<file path="config.mk">
export PLATFORM = sky130hd
export DESIGN_NAME = reg_ctrl
export DESIGN_NICKNAME = d
export VERILOG_FILES = /design/src/rtl/reg_ctrl.sv
export SDC_FILE = /design/constraint.sdc
export NUM_CORES = 1
export LEC_CHECK = 0
export CAP_MARGIN = 40
export CORE_ASPECT_RATIO = 1.4
export CORE_MARGIN = 10
export CORE_UTILIZATION = 32
export DETAILED_ROUTE_END_ITERATION = 8
export SYNTH_ARGS = -nofsm -noshare
export SYNTH_HDL_FRONTEND = slang
export SYNTH_SLANG_ARGS = --single-unit
</file>
<file path="constraint.sdc">
create_clock -name clk -period 2.5 [get_ports clk]
set_input_delay 0.25 -clock clk [delete_from_list [all_inputs] [get_ports clk]]
set_output_delay 0.25 -clock clk [all_outputs]
set_load 0.03 [all_outputs]
</file>
<file path="src/rtl/reg_ctrl.sv">
// Register-file sequencer: direct loads and two-operand ALU commands (read A, read B, execute, write back).
// Define REG_CTRL_RR_EN for round-robin arbitration between load and command; fixed load priority otherwise.
module reg_ctrl (
    input  logic       clk,
    input  logic       nrst,
    input  logic       cmd_valid,
    output logic       cmd_ready,
    input  logic [1:0] cmd_opcode,
    input  logic [2:0] cmd_src_a,
    input  logic [2:0] cmd_src_b,
    input  logic [2:0] cmd_dst,
    input  logic       ld_valid,
    output logic       ld_ready,
    input  logic [2:0] ld_reg,
    input  logic [8:0] ld_data,
    output logic       rf_write,
    output logic [2:0] rf_reg_num,
    output logic [2:0] rf_reg_sel,
    output logic [8:0] rf_op,
    input  logic [8:0] rf_reg_val,
    output logic [8:0] alu_a,
    output logic [8:0] alu_b,
    output logic [1:0] alu_opcode,
    input  logic [8:0] alu_result,
    output logic       done,
    output logic       err,
    output logic       busy
);

    typedef enum logic [2:0] {IDLE, LOAD, SELA, SELB, CAPB, EXEC, WB, ERR} state_t;

    state_t     r_state;
    logic       r_rf_write;
    logic [2:0] r_rf_reg_num;
    logic [2:0] r_rf_reg_sel;
    logic [8:0] r_rf_op;
    logic [8:0] r_alu_a;
    logic [8:0] r_alu_b;
    logic [1:0] r_alu_opcode;
    logic       r_done;
    logic       r_err;
    logic       r_busy;
    logic [2:0] r_src_b;
    logic [2:0] r_dst;

    logic       w_idle;
    logic       w_grant_ld;
    logic       w_grant_cmd;
    logic       w_cmd_ok;

    // Only registers 1..4 exist in the register file.
    function automatic logic idx_ok(input logic [2:0] idx);
        return (idx >= 3'd1) && (idx <= 3'd4);
    endfunction

`ifdef REG_CTRL_RR_EN
    logic r_last_ld;

    // Last-grant flag: after a load, a pending command goes next.
    always_ff @(posedge clk or negedge nrst) begin
        if (!nrst) begin
            r_last_ld <= 1'b0;
        end else if (ld_ready) begin
            r_last_ld <= 1'b1;
        end else if (cmd_ready) begin
            r_last_ld <= 1'b0;
        end else begin
            r_last_ld <= r_last_ld;
        end
    end
`endif

    // Request arbitration; handshakes only while idle and out of reset.
    always_comb begin
        w_idle = (r_state == IDLE) && nrst;
`ifdef REG_CTRL_RR_EN
        w_grant_ld = ld_valid && (!cmd_valid || !r_last_ld);
`else
        w_grant_ld = ld_valid;
`endif
        w_grant_cmd = cmd_valid && !w_grant_ld;
        w_cmd_ok    = idx_ok(cmd_src_a) && idx_ok(cmd_src_b) && idx_ok(cmd_dst);
    end

    assign ld_ready  = w_idle && w_grant_ld;
    assign cmd_ready = w_idle && w_grant_cmd;

    // Main sequencer; every output is registered alongside the state it belongs to.
    always_ff @(posedge clk or negedge nrst) begin
        if (!nrst) begin
            r_state      <= IDLE;
            r_rf_write   <= 1'b0;
            r_rf_reg_num <= 3'd0;
            r_rf_reg_sel <= 3'd0;
            r_rf_op      <= 9'd0;
            r_alu_a      <= 9'd0;
            r_alu_b      <= 9'd0;
            r_alu_opcode <= 2'd0;
            r_done       <= 1'b0;
            r_err        <= 1'b0;
            r_busy       <= 1'b0;
            r_src_b      <= 3'd0;
            r_dst        <= 3'd0;
        end else begin
            r_rf_write   <= 1'b0;
            r_rf_reg_num <= 3'd0;
            r_rf_reg_sel <= 3'd0;
            r_done       <= 1'b0;
            r_err        <= 1'b0;
            r_busy       <= 1'b1;
            case (r_state)
                IDLE: begin
                    if (ld_ready) begin
                        if (idx_ok(ld_reg)) begin
                            r_state      <= LOAD;
                            r_rf_write   <= 1'b1;
                            r_rf_reg_num <= ld_reg;
                            r_rf_op      <= ld_data;
                            r_done       <= 1'b1;
                        end else begin
                            r_state <= ERR;
                            r_err   <= 1'b1;
                        end
                    end else if (cmd_ready) begin
                        if (w_cmd_ok) begin
                            r_state      <= SELA;
                            r_rf_reg_sel <= cmd_src_a;
                            r_alu_opcode <= cmd_opcode;
                            r_src_b      <= cmd_src_b;
                            r_dst        <= cmd_dst;
                        end else begin
                            r_state <= ERR;
                            r_err   <= 1'b1;
                        end
                    end else begin
                        r_state <= IDLE;
                        r_busy  <= 1'b0;
                    end
                end
                SELA: begin
                    r_state      <= SELB;
                    r_rf_reg_sel <= r_src_b;
                end
                // Read data lags the select by one cycle, so src_a data is present during SELB.
                SELB: begin
                    r_state <= CAPB;
                    r_alu_a <= rf_reg_val;
                end
                CAPB: begin
                    r_state <= EXEC;
                    r_alu_b <= rf_reg_val;
                end
                EXEC: begin
                    r_state      <= WB;
                    r_rf_op      <= alu_result;
                    r_rf_write   <= 1'b1;
                    r_rf_reg_num <= r_dst;
                    r_done       <= 1'b1;
                end
                LOAD, WB, ERR: begin
                    r_state <= IDLE;
                    r_busy  <= 1'b0;
                end
                default: begin
                    r_state <= IDLE;
                    r_busy  <= 1'b0;
                end
            endcase
        end
    end

    assign rf_write   = r_rf_write;
    assign rf_reg_num = r_rf_reg_num;
    assign rf_reg_sel = r_rf_reg_sel;
    assign rf_op      = r_rf_op;
    assign alu_a      = r_alu_a;
    assign alu_b      = r_alu_b;
    assign alu_opcode = r_alu_opcode;
    assign done       = r_done;
    assign err        = r_err;
    assign busy       = r_busy;

endmodule

</file>
==> impl_metrics.yaml <==
setup_path:
  startpoint: "r_state[1]"
  worstSetupPathType: "reg -> out"
  worstSetupStartpointType: "flop"
  arrival_ps: 2110
  reg2regPathDepth: 4
  worst_setup_path_endpoint: "cmd_ready"
  timing.rr.start: "r_state[1]"
  worst_reg2reg_endpoint: "r_dst[1]"
  worst-r2r-setup-slack_ps: 420
  critical_path.endpoint_type: "output port"
  timing.critical_path.required_ps: 2250
  worstPathMaxFanout: 9
place:
  place_worst_setup_slack_ps: 323.4
  dp_hpwl_mm: 4.036
  io_buffer_count: 85
  globalplace.congestion: 0.7363
cells_and_area:
  nets: 284
  final_design_utilization: 0.4878
  final_layout_size_suffix_gt1_frac: 0.1708
  antennaDiodeCount: 0
  area_delta_synth_final_pct: 49.01
pwr:
  leakage_uw: 0.001364
  power-per-cell-area_nw_per_um2: 1165
  power.ir.vdd_worst_v: 0.0003401
outcome:
  outcome: "finished, final reports clean"
synth:
  synth.cell_area_um2: 2019
  synthArstFlopShare: 1.000
  synth-seq-cells: 47
  synthesis.area_per_instance_um2: 13.20
  synthFlopType: "dfrtp_1"
  syn_inst: 153
  share_of_the_yosys_chip_area_belonging_to_registers: 0.5824
  synth_edf_count: 0
  synth.lib_cells_used.distinct: 32
  net_count_after_synthesis: 198
  synth.yosys.warnings: 0
routing:
  drt-vias-per-instance: 4.763
  drt_first_iter_violations: 49
  first_pass_iters: 5
  route.final.wire_length_mm: 5.129
  antenna_left: 0
  route.detailed.drc: 0
  avgRoutedWirePerCell_um: 16.44
  detailroute.via_count: 1486
sta:
  fmax_mhz: 422.9
  rsz0062_at_grt: "false"
  worst_pin_slew_ps: 629.3
  endpoints_failing_setup: 0
  final_hold_vio_count: 0
  worst_hold_slack_ps: 66.70
  fin_setup_tns_ps: 0
  relSlewSlack: 0.5805
  final.setup.worst_slack_ps: 135.4
  final.setup_skew_ps: 2.381
  period_minus_slack_ps: 2365
  share_of_the_clock_period_used_by_the_worst_path_after_layout: 0.9458
  slew_violations: 0
die:
  initial_utilization: 0.3274
  ioPinCount: 86
  fp_rows: 34
  core_area_um2: 6168
  fp.dieW_um: 87.14
  die-area_um2: 9934
  die-height_um: 114.0
global_route:
  track_usage: 0.1024
  wire_length_of_the_first_global_routing_pass_mm: 8.142
  grt_antenna_before_repair: 0
  grt_pass1_vias: 1601
  global_route.overflow_total: 0
  pin_count_of_the_biggest_net_entering_global_routing: 50
clock_tree:
  hold_buffers: 0
  cts_sinks: 47
  clk-insertion-delay-late_ps: 290
  cts_buffer_depth: 2
  tritoncts.num_buffers: 5
  clkTransAtPathRegs_ps: 80
  cts_htree_levels: 2
  clock_tree_from_tritoncts: "built"
  clk_root_buffer_cell: "clkbuf_8"
min_path:
  holdCritPathClass: "in -> async"
job:
  max_cap_viol_count: 0
==> registers in the layout, summed over array words and instances (netlist names) <==
name	count
rf_reg_sel	3
alu_opcode	2
alu_b	9
r_src_b	3
rf_reg_num	3
r_dst	3
rf_op	9
alu_a	9
done	1
err	1
r_state	3
busy	1
==> what timing repair did <==
item,CTS,global route
endpoints found under the hold margin,0,0
buffers inserted,0,0
setup endpoints to repair,0,1
resized for setup,0,1
==> worst min-delay path by stage <==
| stage | to | depth (start not counted) |
|---|---|---|
| 2_1_floorplan | alu_a[0] | 0 |
| 3_3_place_gp | alu_a[4] | 2 |
| 3_5_place_dp | busy | 2 |
| 4_1_cts | alu_a[4] | 2 |
| 5_1_grt | alu_b[1] | 2 |
| 6_report | busy | 2 |
==> cell type report <==
class	count	area, µm²
fill	587	3159
sequential	47	1176
timing repair buffer	88	870.8
multi-input combinational	94	777.0
tap	72	90.09
clock buffer	5	68.82
clock inverter	3	15.01
inverter	3	11.26
==> kinds of logic (layout without fill, tap and decap cells) <==
group / count (synthesis) / in the layout / synth area share
AO/OA/AOI/OAI: 26 / 26 / 0.08364
XOR/XNOR: 1 / 1 / 0.004338
buffers and inverters: 12 / 99 / 0.03284
flip-flops: 47 / 47 / 0.5824
multiplexers: 35 / 35 / 0.2045
AND/OR/NAND/NOR: 32 / 32 / 0.09232
==> stage by stage <==
step | cell area, µm² | std cells | total power, µW
2_1_floorplan | 2019 | 153 | 2358
3_3_place_gp | 2923 | 304 | 3093
3_5_place_dp | 2923 | 304 | 3130
4_1_cts | 3007 | 312 | 3575
5_1_grt | 3009 | 312 | 3733
6_report | 3009 | 312 | 3506
==> critical path, cell delays in order, from the launching register on <==
cell and delay [ps]:
dfrtp_1 490, nor4b_4 390, nand3b_2 150, inv_1 120, clkdlybuf4s50_1 680
==> cells in the mapped netlist, types with 3 or more instances <==
| cell type | count | area share |
|---|---|---|
| o21ai_0 | 5 | 0.012 |
| inv_1 | 3 | 0.0056 |
| dfrtp_1 | 47 | 0.58 |
| a22o_1 | 4 | 0.017 |
| a21oi_1 | 10 | 0.025 |
| or3_1 | 4 | 0.012 |
| mux2i_1 | 9 | 0.045 |
| clkbuf_1 | 4 | 0.0074 |
| mux2_2 | 18 | 0.10 |
| nor2_1 | 13 | 0.024 |
| mux2_4 | 8 | 0.059 |
==> layer usage <==
layer,share of wire,vias up,wire (µm),global-route usage
met5,0,-,0,0
met4,0.0099,0,51,0.03838
met2,0.52,53,2642,0.1769
met3,0.070,2,358,0.02853
met1,0.40,718,2077,0.1157
li1,-,713,-,-
==> cell usage in the layout (no fill, tap or decap), types with 4 or more instances in the layout <==
master,n
nor2_1,13
a21oi_1,10
mux2_4,8
mux2_2,18
clkbuf_8,5
or3_1,4
clkdlybuf4s50_1,83
o21ai_0,5
dfrtp_1,47
mux2i_1,9
a22o_1,4
==> where the power goes <==
part	switching (µW)	internal [µW]
sequential	191	1080
combinational	944	858
clock	245	192
No activity file was read; power rests on OpenSTA's default activity.
